## src/rtl/mem_port_pkg.sv

```systemverilog
// Shared types for the unified memory port arbiter: FSM states, transaction owner, byte-enable constant.
package mem_port_pkg;

   typedef enum logic [1:0] {
      IDLE = 2'd0,
      ADDR = 2'd1,
      RESP = 2'd2,
      DONE = 2'd3
   } arb_state_t;

   typedef enum logic [1:0] {
      NONE = 2'd0,
      IF   = 2'd1,
      MEM  = 2'd2
   } owner_t;

   localparam logic [3:0] BE_FULL = 4'hF;

endpackage

```

## src/rtl/bus_watchdog.sv

```systemverilog
// Saturating response watchdog: counts enabled cycles since clear, flags expiry at TIMEOUT_CYCLES-1.
module bus_watchdog #(
   parameter int TIMEOUT_CYCLES = 64
) (
   input  logic clk,
   input  logic rst,
   input  logic clear,
   input  logic enable,
   output logic expired
);

   generate
      if (TIMEOUT_CYCLES == 0) begin : g_off
         logic unused_wd;
         assign unused_wd = &{1'b0, clk, rst, clear, enable};
         assign expired   = 1'b0;
      end else begin : g_on
         localparam int CW = (TIMEOUT_CYCLES > 1) ? $clog2(TIMEOUT_CYCLES) : 1;
         logic [CW-1:0] count;

         // NOTE: sequential state uses non-blocking assignments so every flop samples pre-edge values.
         always_ff @(posedge clk or negedge rst) begin
            if (!rst) begin
               count <= '0;
            end else if (clear) begin
               count <= '0;
            end else if (enable && !expired) begin
               count <= count + 1'b1;
            end
         end

         assign expired = (count == CW'(TIMEOUT_CYCLES - 1));
      end
   endgenerate

endmodule

```

## src/rtl/mem_port_arbiter.sv

```systemverilog
// Arbitrates the single memory port between fetch and MEM stage, one bus transaction at a time.
module mem_port_arbiter
   import mem_port_pkg::*;
#(
   parameter int DATA_WIDTH     = 32,
   parameter int TIMEOUT_CYCLES = 64
) (
   input  logic                  clk,
   input  logic                  rst,
   input  logic                  if_req,
   input  logic [DATA_WIDTH-1:0] if_addr,
   input  logic                  flush_f,
   output logic                  if_ready,
   output logic [DATA_WIDTH-1:0] if_rdata,
   input  logic                  mem_req,
   input  logic                  mem_we,
   input  logic [DATA_WIDTH-1:0] mem_addr,
   input  logic [DATA_WIDTH-1:0] mem_wdata,
   input  logic [3:0]            mem_be,
   output logic                  mem_ready,
   output logic [DATA_WIDTH-1:0] mem_rdata,
   output logic                  mem_err,
   output logic                  stall_f,
   output logic                  stall_m,
   output logic                  bus_valid,
   output logic                  bus_we,
   output logic [DATA_WIDTH-1:0] bus_addr,
   output logic [DATA_WIDTH-1:0] bus_wdata,
   output logic [3:0]            bus_be,
   input  logic                  bus_ready,
   input  logic                  bus_rvalid,
   input  logic [DATA_WIDTH-1:0] bus_rdata
);

   arb_state_t            state, state_nx;
   owner_t                owner;
   logic                  discard;
   logic                  err;
   logic [DATA_WIDTH-1:0] rdata_q;
   logic                  accept;
   logic                  expired;

   assign accept = (state == ADDR) && bus_ready;

   bus_watchdog #(
      .TIMEOUT_CYCLES(TIMEOUT_CYCLES)
   ) u_watchdog (
      .clk     (clk),
      .rst     (rst),
      .clear   (accept),
      .enable  (state == RESP),
      .expired (expired)
   );

   always_ff @(posedge clk or negedge rst) begin
      if (!rst) begin
         state <= IDLE;
      end else begin
         state <= state_nx;
      end
   end

   // NOTE: next-state gets a default before the case so no path can infer a latch.
   always_comb begin
      state_nx = state;
      unique case (state)
         IDLE: if (mem_req || (if_req && !flush_f)) state_nx = ADDR;
         ADDR: if (bus_ready) state_nx = RESP;
         RESP: if (bus_rvalid || expired) state_nx = DONE;
         DONE: state_nx = IDLE;
         default: state_nx = IDLE;
      endcase
   end

   // Payload is latched at grant and held until the next grant, keeping it stable while bus_valid.
   always_ff @(posedge clk or negedge rst) begin
      if (!rst) begin
         owner     <= NONE;
         bus_we    <= 1'b0;
         bus_addr  <= '0;
         bus_wdata <= '0;
         bus_be    <= '0;
         rdata_q   <= '0;
         err       <= 1'b0;
         discard   <= 1'b0;
      end else begin
         unique case (state)
            IDLE: begin
               if (mem_req) begin
                  owner     <= MEM;
                  bus_we    <= mem_we;
                  bus_addr  <= mem_addr;
                  bus_wdata <= mem_wdata;
                  bus_be    <= mem_be;
                  err       <= 1'b0;
                  discard   <= 1'b0;
               end else if (if_req && !flush_f) begin
                  owner     <= IF;
                  bus_we    <= 1'b0;
                  bus_addr  <= if_addr;
                  bus_wdata <= '0;
                  bus_be    <= BE_FULL;
                  err       <= 1'b0;
                  discard   <= 1'b0;
               end
            end
            RESP: begin
               if (bus_rvalid) begin
                  rdata_q <= bus_we ? '0 : bus_rdata;
                  err     <= 1'b0;
               end else if (expired) begin
                  rdata_q <= '0;
                  err     <= 1'b1;
               end
            end
            DONE:    owner <= NONE;
            default: ;
         endcase
         if ((state != IDLE) && (owner == IF) && flush_f) discard <= 1'b1;
      end
   end

   assign mem_ready = (state == DONE) && (owner == MEM);
   assign if_ready  = (state == DONE) && (owner == IF) && !discard && !flush_f;
   assign mem_rdata = rdata_q;
   assign if_rdata  = rdata_q;
   assign mem_err   = err && (mem_ready || if_ready);
   assign bus_valid = (state == ADDR);
   assign stall_f   = rst && if_req && !if_ready;
   assign stall_m   = rst && mem_req && !mem_ready;

endmodule

```

## config.mk

```make
export PLATFORM = sky130hd
export DESIGN_NAME = mem_port_arbiter
export DESIGN_NICKNAME = d
export VERILOG_FILES = /design/src/rtl/mem_port_pkg.sv /design/src/rtl/bus_watchdog.sv /design/src/rtl/mem_port_arbiter.sv
export SDC_FILE = /design/constraint.sdc
export NUM_CORES = 1
export LEC_CHECK = 0
export ABC_AREA = 1
export CORE_ASPECT_RATIO = 0.8
export CORE_MARGIN = 1
export CORE_UTILIZATION = 40
export CTS_CLUSTER_SIZE = 25
export DETAILED_ROUTE_END_ITERATION = 16
export MAX_ROUTING_LAYER = met4
export PLACE_DENSITY = 0.81
export RECOVER_POWER = 25
export REMOVE_ABC_BUFFERS = 1
export SETUP_SLACK_MARGIN = 0.1
export SYNTH_ARGS = -nofsm -noshare
export SYNTH_HDL_FRONTEND = slang
export SYNTH_HIERARCHICAL = 1
export SYNTH_SLANG_ARGS = --single-unit
```

## constraint.sdc

```tcl
create_clock -name clk -period 2.59 [get_ports clk]
set_clock_uncertainty 0.1 [all_clocks]
set_input_delay 0.259 -clock clk [delete_from_list [all_inputs] [get_ports clk]]
set_output_delay 0.259 -clock clk [all_outputs]
set_load 0.05 [all_outputs]
```

Word level (Yosys, flattened, before mapping)
Cells that the tools add are included.
Storage, ports and cells
  logic and storage cells: 85
  bits in latches: 0
  register bits after elaboration: 113
  memories kept: 0
  input port bits: 140
  output and inout port bits: 139
  memory bits (read-only): 0
  RAM bits: 0
Cells by class
  magnitude comparators: 0
  equal/unequal tests: 11
  bitwise gates (word level): 0
  div/mod/pow operators: 0
  $mul: 0
  multiplexer cells: 26
  reductions and logical operators: 37
  $add $sub $neg: 1
  shift operators: 0
Operators by type and width (count)
  2-to-1 mux 32 bit: 7
  logical AND 1 bit: 14
  nonzero test 2 bit: 7
  2-to-1 mux 6 bit: 2
  2-to-1 mux 2 bit: 5
  2-to-1 mux 4 bit: 2
  case mux 2 bit (4 select lines): 1
  AND reduction 2 bit: 4
  2-to-1 mux 1 bit: 7
  adder 6 x 1 -> 6 bit, second input constant: 1
  == test 2 bit, second input constant: 3
  == test 6 bit, second input constant: 1
  != test 3 bit, second input constant: 2
  AND reduction 3 bit: 2
  zero test 1 bit: 5
  == test 2 x 1 -> 1 bit, second input constant: 2
  != test 2 bit, second input constant: 2
  case mux 2 bit (2 select lines): 1
  logical OR 1 bit: 3
  nonzero test 3 bit: 1
  zero test 2 bit: 1
  != test 2 x 1 -> 1 bit, second input constant: 1
  case mux 1 bit (2 select lines): 1

Depth between registers and ports, before layout
Gate-level depths: netlist of run 1.
  word-level depth: 6
  depth in mapped cells: 11
  depth with buffers taken out: 10

Cells and area by module
Netlist of run 1, hierarchy kept.
Modules (own cells, without submodules)
  mem_port_arbiter: area each 4982.3 µm², times used 1, seq. area each 2677.6 µm², cells an instance 628
  bus_watchdog: area each 399.1 µm², times used 1, seq. area each 150.1 µm², cells an instance 53

Worst setup path after synthesis of run 1
Ideal clock, no wire load.
  path kind: register to output
  from: register state[0]
  to: output port mem_err
  cell stages (with the launch flop): 4
  path buffers: 0
  arrival: 1.809 ns
  data required time: 2.231 ns
  slack: 0.422 ns
  cells stage by stage: dfrtp_1 > ha_1 > nand3_1 > a21boi_0
On the way
  cells in the longest elaborated chain, start to end: 6
  elaborated cells between the ends (all ways): 7
  those cells by class: eq/ne (1); reduce/logical (6)
RTL lines
  from (decl): RTL line mem_port_arbiter.sv:35  | arb_state_t state, state_nx;
  from (signal assigned): RTL line mem_port_arbiter.sv:59  | state <= state_nx;
  == test 2 bit *: RTL line mem_port_arbiter.sv:123, mem_port_arbiter.sv:124
  logical AND 1 bit (3 in a row): RTL line mem_port_arbiter.sv:124  | assign if_ready = (state == DONE) && (owner == IF) && !discard && !flush_f;
  logical OR 1 bit *: RTL line mem_port_arbiter.sv:127  | assign mem_err = err && (mem_ready || if_ready);
  logical AND 1 bit *: RTL line mem_port_arbiter.sv:127
  to (decl): RTL line mem_port_arbiter.sv:22  | output logic mem_err,
Mark *: on every way between the ends. The rest lies on a longest branch, timed or not.

Worst setup path after layout of run 1
  from: register state[1]
  to: output port bus_valid
On the way
  cells in the longest elaborated chain, start to end: 1
RTL lines
  == test 2 x 1 -> 1 bit: RTL line mem_port_arbiter.sv:128  | assign bus_valid = (state == ADDR);
  to (decl): RTL line mem_port_arbiter.sv:25  | output logic bus_valid,
No other way between the ends.

==> results.toml, run 1 <==
[power]
p_switching_w = 0.00647
p_int_w = 0.00640
p_leak_nw = 4.20
powerDensity_nw_per_um2 = 1490
p_comb_frac = 0.577
p_seq_frac = 0.243
clockPowerShare = 0.180
ir_drop_mv = 0.927
netSwitchingFraction = 0.503
fin_total_pwr_w = 0.0129

[placed_design]
dp.cells = 1079
finalWeightedCongestion = 0.826
place_area_um2 = 8040
port_buffers = 278
dp_hpwl_um = 11100
post-place-ws_ns = 0.323

[timing]
finalHoldViolCount = 0
rsz0062_at_grt = "no"
slew_headroom = -0.0102
finalCritPeriodShare = 0.888
maxSlewViolCount = 63
finalSetupViolCount = 0
worstMarginPinSlew_ns = 1.52
fmax_ghz = 0.435
period_minus_slack_ns = 2.30
fin_ws_ns = 0.291

[clocking]
clkTransAtPathRegs_ns = 0.05
cts.root.buffer_cell = "clkbuf_16"
clock-sinks = 113
clock_latency_ns = 0.40
h-tree-depth = 4
cts_buffers = 17
cts_tree = "done"
clockBufferDepth = 2

[floorplan]
dieHeight_um = 106
die_area_um2 = 13900
core_area_um2 = 13000
io_pins = 279
rows = 37
start_util = 0.414
die_w_um = 132

[worst_setup_path]
arrival_ns = 1.94
reg2reg_slack_ns = 0.40
critPathCaptureType = "output pin"
cp_data_required_time_ns = 2.23
start_kind = "flop"
worstSetupPathType = "reg -> out"
crit_fanout = 4

[detailed_routing]
firstDrtPassIters = 5
drt_wl_total_um = 15600
drt_iter0_drc = 241
via_count = 5130
avgViaCountPerCell = 4.62
wire_per_inst_um = 14.1
drc_errors = 0
detail-route-antenna-nets = 0

[final_layout]
drive_above_1_share = 0.0577
final_area_um2 = 8640
antennaDiodeCount = 0
final_core_util = 0.664
layout.nets = 1069
syn_to_final_growth_pct = 60.5
seqCellArea_um2 = 2830
stdcell_count = 1111
fillers = 1088
multi_input_area_um2 = 1920

[synth]
synth_cell_types = 23
synth_area_leaders = "dfrtp_1 (53%), nand2_1 (22%), buf_4 (4.7%)"
syn_area_per_cell_um2 = 7.90
netlist_area_um2 = 5380
synth_top_cell_by_area = "dfrtp_1"
yosys_warnings = 6
synth_top_area_frac = 0.525
syn_inst = 681
ys_ff_latch = 113
ys_seq_area_frac = 0.525

[global_routing]
antenna_found_initial = 0
grt-ovfl-total = 0
grt_use_total = 0.242
grt_pass1_wl_um = 25400
grt_max_degree = 66
first_global_vias = 5076

[run]
maxCapViolCount = 1

[run_status]
violations = "max-capacitance violations, max-slew violations"
status = "finished, violations left"

[hold_path]
hold_class = "in -> async"
## kinds of logic after synthesis
kind of cell | Yosys count | synth area share
adder cells (fa/ha/maj) | 5 | 0.0116
flip-flops | 113 | 0.525
buffers and inverters | 121 | 0.122
AND/OR/NAND/NOR | 404 | 0.304
AO/OA/AOI/OAI | 38 | 0.0370
## cell usage in the layout, fill, tap and decap left out, types with 2 or more instances in the layout
cell / n
nand2_1: 321
clkdlybuf4s50_1: 272
dfrtp_1: 113
inv_1: 54
nand3_1: 49
o21ai_0: 34
nor2_1: 21
clkbuf_16: 17
buf_4: 7
ha_1: 5
nand4_1: 4
clkinvlp_4: 4
clkinv_2: 4
inv_2: 3
bufinv_16: 3
a21oi_4: 2
clkinv_4: 2
dlymetal6s2s_1: 2
buf_12: 2
clkbuf_2: 2
nand2_2: 2
nand2_4: 2
nor3_1: 2
## registers in the layout, indices dropped and copies added (netlist names)
register	flops
state	2
if_rdata	32
u_watchdog/g_on.count	6
discard	1
bus_wdata	32
bus_addr	32
bus_be	4
bus_we	1
err	1
owner	2
## what timing repair did
| action | CTS | global route |
|---|---|---|
| gates resized for setup | 0 | 2 |
| endpoints found under the hold margin | 51 | 0 |
| endpoints found under the setup margin | 0 | 2 |
| setup buffers | 0 | 0 |
| hold buffers | 1 | 0 |
## path summary, 6_finish.rpt
kind	start	to	depth (start not counted)
setup reg to reg	state[0]	bus_wdata[16]	7
min in group clk	mem_wdata[15]	bus_wdata[15]	3
hold / removal	rst	if_rdata[13]	2
setup / recovery	state[1]	bus_valid	3
hold reg to reg	bus_wdata[15]	bus_wdata[15]	2
max in group asynchronous	rst	bus_wdata[19]	3
## through the flow
| step | setup TNS (ns) | hold slack, ns |
|---|---|---|
| finish | 0 | 0.172 |
| global route | 0 | 0.165 |
| CTS | 0 | 0.105 |
| detailed placement | 0 | -0.0349 |
| global placement | 0 | -0.0373 |
| floorplan | -26.93 | -0.137 |
## layer usage
metal / track usage / vias to the layer above / share of wire
met4: 0.0772 / 0 / 0.014
met3: 0.0755 / 15 / 0.080
li1: - / 2534 / -
met5: - / - / 0
met1: 0.288 / 2368 / 0.42
met2: 0.392 / 213 / 0.49
## cell usage after synthesis
master and number:
nand2_1 321, dfrtp_1 113, inv_1 54, nand3_1 49
buf_4 34, o21ai_0 34, nor2_1 22, buf_2 13
buf_6 8, clkbuf_1 8, ha_1 5, nand4_1 4
inv_2 3, nand2_2 2, nand2_4 2, nor3_1 2
a21boi_0 1, a21oi_1 1, a21oi_2 1, clkinv_1 1
nand2_8 1, nor2_4 1, o21bai_1 1
## power by group through the flow
stage          clock network (W)  registers (W)  logic (W)
6_report                 0.00232        0.00313    0.00742
5_1_grt                  0.00246        0.00324    0.00783
4_1_cts                  0.00237        0.00313    0.00748
3_5_place_dp                   0        0.00313    0.00746
3_3_place_gp                   0        0.00312    0.00736
2_1_floorplan                  0        0.00645    0.00133
## area by class of cell
cell class | instances | share of cell area
multi-input combinational | 447 | 0.222
inverter | 58 | 0.0252
clock buffer | 17 | 0.0493
timing repair buffer | 287 | 0.332
sequential | 113 | 0.327
tap | 175 | 0.0254
clock inverter | 14 | 0.0193
## critical path, stage by stage (launching register included)
cell and delay (ns):
dfrtp_1 0.41, inv_1 0.09, ha_1 0.20, clkdlybuf4s50_1 0.83
Note: power is estimated with default switching activity, not from simulation.
==> inputs of run 2 (changes only) <==
- CTS_CLUSTER_DIAMETER: default -> 60
==> results of run 2 <==
Same layout as run 1: the final DEF is identical, and so are final timing and power.
